## config.mk

```make
export PLATFORM = sky130hd
export DESIGN_NAME = sorted_mem_reader
export DESIGN_NICKNAME = d
export VERILOG_FILES = /design/src/rtl/sort_pkg.sv /design/src/rtl/rd_skid_buf.sv /design/src/rtl/sorted_mem_reader.sv
export SDC_FILE = /design/constraint.sdc
export NUM_CORES = 1
export LEC_CHECK = 0
export ABC_AREA = 1
export CAP_MARGIN = 20
export CORE_MARGIN = 2
export CORE_UTILIZATION = 50
export CTS_BUF_LIST = sky130_fd_sc_hd__clkbuf_4
export CTS_CLUSTER_DIAMETER = 80
export DETAILED_ROUTE_END_ITERATION = 16
export HOLD_SLACK_MARGIN = 0.06
export PLACE_DENSITY = 0.72
export SYNTH_ARGS = -nofsm -noshare
export SYNTH_HDL_FRONTEND = slang
export SYNTH_SLANG_ARGS = --single-unit
```

## constraint.sdc

```tcl
create_clock -name clk -period 3.39 [get_ports clk]
set_input_delay 0.678 -clock clk [delete_from_list [all_inputs] [get_ports clk]]
set_output_delay 0.678 -clock clk [all_outputs]
set_load 0.02 [all_outputs]
```

## src/rtl/sort_pkg.sv

```systemverilog
// Shared constants and types for the sort datapath read-out side.
// Holds array geometry, the reader FSM states and the buffer entry layout.
package sort_pkg;

    localparam int DEPTH  = 32;
    localparam int ADR_W  = $clog2(DEPTH);
    localparam int DATA_W = 8;

    typedef enum logic [1:0] {
        IDLE,
        RUN,
        FIN
    } rd_state_t;

    // One buffered element: data plus "came from address DEPTH-1" tag.
    typedef struct packed {
        logic [DATA_W-1:0] data;
        logic              last;
    } rd_ent_t;

endpackage

```

## src/rtl/rd_skid_buf.sv

```systemverilog
// Two-entry FIFO absorbing the memory's one-cycle read latency.
// Ports: clk, rst (sync, high), push_i/push_ent_i, pop_i, occ_o, head_o, head_vld_o.
module rd_skid_buf
    import sort_pkg::*;
(
    input  logic       clk,
    input  logic       rst,
    input  logic       push_i,
    input  rd_ent_t    push_ent_i,
    input  logic       pop_i,
    output logic [1:0] occ_o,
    output rd_ent_t    head_o,
    output logic       head_vld_o
);

    rd_ent_t    ent0_q, ent0_d;
    rd_ent_t    ent1_q, ent1_d;
    logic [1:0] occ_q, occ_d;

    always_comb begin
        ent0_d = ent0_q;
        ent1_d = ent1_q;
        occ_d  = occ_q;
        unique case ({push_i, pop_i})
            2'b10: begin
                if (occ_q == 2'd0) ent0_d = push_ent_i;
                else               ent1_d = push_ent_i;
                occ_d = occ_q + 2'd1;
            end
            2'b01: begin
                // Draining to empty keeps the data but drops the last tag
                // so a stale tag never shows after the run.
                if (occ_q == 2'd2) ent0_d = ent1_q;
                else               ent0_d.last = 1'b0;
                occ_d = occ_q - 2'd1;
            end
            2'b11: begin
                if (occ_q == 2'd2) begin
                    ent0_d = ent1_q;
                    ent1_d = push_ent_i;
                end else begin
                    ent0_d = push_ent_i;
                end
            end
            default: ;
        endcase
    end

    always_ff @(posedge clk) begin
        if (rst) begin
            ent0_q <= '0;
            ent1_q <= '0;
            occ_q  <= 2'd0;
        end else begin
            ent0_q <= ent0_d;
            ent1_q <= ent1_d;
            occ_q  <= occ_d;
        end
    end

    assign occ_o      = occ_q;
    assign head_o     = ent0_q;
    assign head_vld_o = (occ_q != 2'd0);

endmodule

```

## src/rtl/sorted_mem_reader.sv

```systemverilog
// Streams the sorted array out of memory over valid/ready, checking order.
// Ports: start/busy/done control, mem_rd/mem_adr/mem_data read port,
// out_valid/out_ready/out_data/out_last stream, sticky order_err flag.
module sorted_mem_reader
    import sort_pkg::*;
(
    input  logic              clk,
    input  logic              rst,
    input  logic              start,
    output logic              mem_rd,
    output logic [ADR_W-1:0]  mem_adr,
    input  logic [DATA_W-1:0] mem_data,
    output logic              out_valid,
    input  logic              out_ready,
    output logic [DATA_W-1:0] out_data,
    output logic              out_last,
    output logic              busy,
    output logic              done,
    output logic              order_err
);

    localparam logic [ADR_W:0]   DEPTH_C  = (ADR_W + 1)'(DEPTH);
    localparam logic [ADR_W-1:0] LAST_ADR = ADR_W'(DEPTH - 1);

    rd_state_t         state_q;
    logic [ADR_W-1:0]  adr_q;
    logic [ADR_W:0]    issued_q;
    logic              inflight_q;
    logic              infl_last_q;
    logic [DATA_W-1:0] prev_q;
    logic              have_prev_q;
    logic              err_q;
    logic              done_q;

    logic [1:0] occ;
    rd_ent_t    head;
    logic       head_vld;
    logic       pop;
    logic       issue;
    logic [2:0] pend;

    assign pop  = head_vld & out_ready;
    // Entries that will be held after this cycle if nothing new is issued.
    assign pend = {1'b0, occ} + {2'b00, inflight_q} - {2'b00, pop};
    assign issue = (state_q == RUN) && (issued_q < DEPTH_C) && (pend < 3'd2);

    rd_skid_buf u_buf (
        .clk        (clk),
        .rst        (rst),
        .push_i     (inflight_q),
        .push_ent_i ('{data: mem_data, last: infl_last_q}),
        .pop_i      (pop),
        .occ_o      (occ),
        .head_o     (head),
        .head_vld_o (head_vld)
    );

    always_ff @(posedge clk) begin
        if (rst) begin
            state_q     <= IDLE;
            adr_q       <= '0;
            issued_q    <= '0;
            inflight_q  <= 1'b0;
            infl_last_q <= 1'b0;
            prev_q      <= '0;
            have_prev_q <= 1'b0;
            err_q       <= 1'b0;
            done_q      <= 1'b0;
        end else begin
            inflight_q  <= issue;
            infl_last_q <= issue && (adr_q == LAST_ADR);
            done_q      <= 1'b0;
            if (issue) begin
                issued_q <= issued_q + 1'b1;
                if (adr_q != LAST_ADR) adr_q <= adr_q + 1'b1;
            end
            if (pop) begin
                if (have_prev_q && (head.data < prev_q)) err_q <= 1'b1;
                prev_q      <= head.data;
                have_prev_q <= 1'b1;
            end
            unique case (state_q)
                IDLE: begin
                    if (start) begin
                        state_q     <= RUN;
                        adr_q       <= '0;
                        issued_q    <= '0;
                        have_prev_q <= 1'b0;
                        err_q       <= 1'b0;
                    end
                end
                RUN: begin
                    if (pop && head.last) begin
                        state_q <= FIN;
                        done_q  <= 1'b1;
                    end
                end
                FIN:     state_q <= IDLE;
                default: state_q <= IDLE;
            endcase
        end
    end

    assign mem_rd    = issue;
    assign mem_adr   = adr_q;
    assign busy      = (state_q != IDLE);
    assign out_valid = head_vld;
    assign out_data  = head.data;
    assign out_last  = head.last;
    assign done      = done_q;
    assign order_err = err_q;

endmodule

```

==> impl_metrics.csv <==
group,metric,value,unit
final_layout,fillCellCount,430,
final_layout,num-nets-final,351,
synthesis,synthesis.area_per_instance,7.675,um^2
floorplanning,initial_standard_cell_utilization_of_the_core,51.48,%
synthesis,synth_simple_gate_area_share,22.20,%
cts,clock_latency,350,ps
critical_path,worst_ep_required_time,2710,ps
critical_path,worstSetupStartpoint,"out_ready",
synthesis,mappedNetlistArea,0.002226,mm^2
placement,numPortBuffers,30,
sta,worst_pin_slew,296.8,ps
critical_path,setup.worst_path.end_class,"primary output",
floorplanning,die_x,70.72,um
sta,setup_viol,0,
floorplanning,top_level_ports,31,
drt,finalWirelength,4283,um
power,net_switching_fraction_of_the_power,40.53,%
final_layout,area_growth_syn_to_layout,18.04,%
global_route,grt_pass1_wl,7645,um
sta,maximum_operating_frequency,313.6,MHz
cts,clock_tree_from_tritoncts,"yes",
floorplanning,die-area,0.005001,mm^2
synthesis,netlist-cell-type-count,32,
drt,drt-wirelength-per-cell,11.30,um
sta,final-max-slew-violation-count,0,
min_path,hp-class,"reg2reg",
sta,final.period_utilization,94.07,%
placement,dpl.cell_count,371,
synthesis,synth_compound_gate_area_share,16.69,%
power,p_per_area,669.4,mW/mm^2
critical_path,critPathMaxFanout,3,
sta,clock-skew-final,8.081,ps
global_route,gr-usage-all-layers,18.92,%
sta,report.final.hold_viol_count,0,
critical_path,cp.arrival,2510,ps
power,p_comb_share,45.3,%
flow_run,max_cap_violations,0,
drt,drt-initial-drc-count,97,
critical_path,worstRegToRegCells,15,
power,static-leakage-power,1.114,nW
drt,final_antenna_net_count,0,
synthesis,synth-seq-area-share,41.37,%
critical_path,startpoint_type,"input port",
final_layout,drive_gt1_share,10.09,%
sta,rsz_0062_raised_after_global_routing,"false",
drt,viasPerCell,4.918,
sta,final_period_minus_worst_setup_slack,3189,ps
drt,drtPass1Iterations,6,
power,peak_vdd_ir,0.2808,mV
synthesis,syn-num-nets,315,
cts,cts_root_buf,"sky130_fd_sc_hd__clkbuf_4",
power,clkPwrFrac,14.5,%
synthesis,synth_top_family_by_area,"simple AND/OR/NAND/NOR gates",
sta,relSlewSlack,80.15,%
power,power.internal,1.046,mW
synthesis,post_synth_mux_area_share,0,%
power,pwr-share-seq,40.3,%
global_route,first_global_vias,1684,
run_status,result_of_the_run,"complete, no violations",
drt,drt_drc_violations_left,0,
floorplanning,num_rows,24,
cts,ctsHtreeMaxLevel,2,
critical_path,r2r_end,"mem_adr[1]",
cts,ctsLongestPathBuffers,2,
synthesis,syn_inst,290,
critical_path,worstSetupPathType,"in2out",
critical_path,crit-reg2reg-launch,"u_buf.occ_o[1]",
cts,cts_setup_buffers,0,
floorplanning,placeableCoreArea,0.004324,mm^2
floorplanning,die_height,70.72,um
sta,setup_ws,200.9,ps
critical_path,r2r_setup_slack,910,ps
global_route,grt_antenna_before_repair,0,
power,netSwitchingPower,0.7129,mW
placement,routabilityCongestion,0.7997,
drt,route.vias.total,1864,
synthesis,synthXorXnorAreaFrac,1.574,%
global_route,grt_overflow,0,
cts,ctsHoldBuffers,0,
cts,cts_inserted_buffers,5,
placement,hpwlAfterDp,3084,um
critical_path,critPathCapture,"mem_rd",
min_path,worst_hold_path.num_cells,2,
global_route,grt_start_max_net_pins,28,
synthesis,ys_ff_latch,46,
final_layout,stdcell_count,379,
final_layout,antenna-diode-count,0,
placement,place_ws,-237.3,ps
cts,clkTransAtPathRegs,120,ps
synthesis,adder_cell_area_share_of_the_yosys_netlist,7.645,%
cts,clock-sinks,46,
synthesis,synth.yosys.warnings,0,
sta,fin_hold_ws,463.9,ps
## state kept, by name, indices dropped and copies added (netlist names)
register	cells
done	1
inflight_q	1
mem_adr	5
order_err	1
have_prev_q	1
state_q	2
issued_q	6
prev_q	8
u_buf.occ_o	2
u_buf.ent1_q	9
u_buf.head_o	9
infl_last_q	1
## cells in the mapped netlist
cell type	instances	area share (%)
sky130_fd_sc_hd__nand2_1	55	9.3
sky130_fd_sc_hd__dfxtp_1	46	41
sky130_fd_sc_hd__inv_1	40	6.7
sky130_fd_sc_hd__a21oi_1	39	8.8
sky130_fd_sc_hd__nor2_1	29	4.9
sky130_fd_sc_hd__o21ai_0	18	4.0
sky130_fd_sc_hd__ha_1	12	6.7
sky130_fd_sc_hd__o21ai_1	8	1.8
sky130_fd_sc_hd__buf_6	4	2.0
sky130_fd_sc_hd__inv_2	3	0.51
sky130_fd_sc_hd__nand2_2	3	0.84
sky130_fd_sc_hd__nand2_4	3	1.5
sky130_fd_sc_hd__nand3_1	3	0.67
sky130_fd_sc_hd__xnor2_1	3	1.2
sky130_fd_sc_hd__a31oi_1	2	0.56
sky130_fd_sc_hd__clkbuf_1	2	0.34
sky130_fd_sc_hd__nor2_4	2	1.0
sky130_fd_sc_hd__nor3_1	2	0.45
sky130_fd_sc_hd__nor4_1	2	0.56
sky130_fd_sc_hd__o21ai_2	2	0.79
sky130_fd_sc_hd__buf_2	1	0.22
sky130_fd_sc_hd__clkinv_1	1	0.17
sky130_fd_sc_hd__fa_1	1	0.90
sky130_fd_sc_hd__inv_8	1	0.51
sky130_fd_sc_hd__nand3_2	1	0.45
sky130_fd_sc_hd__nand3b_4	1	0.90
sky130_fd_sc_hd__nand4_2	1	0.56
sky130_fd_sc_hd__nor3_2	1	0.45
sky130_fd_sc_hd__nor3b_1	1	0.34
sky130_fd_sc_hd__o21ai_4	1	0.73
sky130_fd_sc_hd__or2_1	1	0.28
sky130_fd_sc_hd__xor2_1	1	0.39
## what timing repair did
item | 4_1_cts | 5_1_grt
resized for setup | 1 | 2
endpoints found under the setup margin | 1 | 1
pin swaps | 0 | 0
## power by group through the flow
stage | clock, mW | combinational, mW | sequential [mW]
after global routing | 0.283 | 0.903 | 0.723
after CTS | 0.266 | 0.804 | 0.709
after detailed placement | 0 | 0.803 | 0.721
after global placement | 0 | 0.782 | 0.719
final | 0.255 | 0.796 | 0.708
after floorplan | 0 | 0.532 | 0.754
## per-layer routing
metal	global-route usage (%)	vias to the layer above	wire (um)
met2	28.76	31	1914
li1	-	995	-
met4	6.918	0	69
met1	26.88	829	2177
met3	3.561	9	122
met5	0	-	0
## area by class of cell
class                      instances  area, um^2  share of cell area [%]
clock buffer                       6       45.04                   1.714
clock inverter                     2       8.758                  0.3333
inverter                          45       176.4                   6.714
multi-input combinational        192        1071                   40.76
sequential                        46       920.9                   35.05
tap                               52       65.06                   2.476
timing repair buffer              36       340.3                   12.95
## layout by cell type (no fill, tap or decap), types with 3 or more instances in the layout
| master | count |
|---|---|
| sky130_fd_sc_hd__buf_4 | 6 |
| sky130_fd_sc_hd__a21oi_1 | 39 |
| sky130_fd_sc_hd__xnor2_1 | 3 |
| sky130_fd_sc_hd__dfxtp_1 | 46 |
| sky130_fd_sc_hd__nand2_4 | 3 |
| sky130_fd_sc_hd__nand3_1 | 3 |
| sky130_fd_sc_hd__nand2_2 | 3 |
| sky130_fd_sc_hd__clkdlybuf4s50_1 | 29 |
| sky130_fd_sc_hd__o21ai_1 | 8 |
| sky130_fd_sc_hd__nand2_1 | 55 |
| sky130_fd_sc_hd__inv_2 | 3 |
| sky130_fd_sc_hd__o21ai_0 | 18 |
| sky130_fd_sc_hd__ha_1 | 12 |
| sky130_fd_sc_hd__clkbuf_4 | 6 |
| sky130_fd_sc_hd__inv_1 | 40 |
| sky130_fd_sc_hd__nor2_1 | 29 |
## worst min path at each step
stage,slack (ps),to,from
finish,460,order_err,order_err
global route,490,prev_q[7],prev_q[7]
CTS,470,order_err,order_err
detailed placement,450,prev_q[6],prev_q[6]
global placement,440,order_err,order_err
floorplan,430,u_buf.ent1_q[0],u_buf.ent1_q[0]
## worst max-delay path, cell delays in order
cell	delay (ps)
sky130_fd_sc_hd__clkdlybuf4s50_1	520
sky130_fd_sc_hd__nand2_4	90
sky130_fd_sc_hd__inv_8	50
sky130_fd_sc_hd__nand2_4	40
sky130_fd_sc_hd__o21ai_0	70
sky130_fd_sc_hd__nand2_1	80
sky130_fd_sc_hd__fa_1	490
sky130_fd_sc_hd__inv_1	40
sky130_fd_sc_hd__nor2_1	100
sky130_fd_sc_hd__nand4_2	110
sky130_fd_sc_hd__inv_1	80
sky130_fd_sc_hd__clkbuf_2	160
## per-stage QoR
| stage | utilization, % | power (mW) | area [um^2] | TNS (ps) |
|---|---|---|---|---|
| 2_1_floorplan | - | 1.287 | 2226 | 0 |
| 3_3_place_gp | 59.64 | 1.501 | 2579 | -219.4 |
| 3_5_place_dp | 59.64 | 1.524 | 2579 | -237.3 |
| 4_1_cts | 60.85 | 1.779 | 2631 | 0 |
| 5_1_grt | 60.76 | 1.908 | 2628 | 0 |
| 6_report | 60.76 | 1.759 | 2628 | 0 |
## kinds of logic after synthesis
logic type	count (synthesis)
xor+xnor	4
buf+inv	52
fa+ha+maj	13
simple gates	105
compound gates	70
flops	46
(Power assumes the default switching activity.)
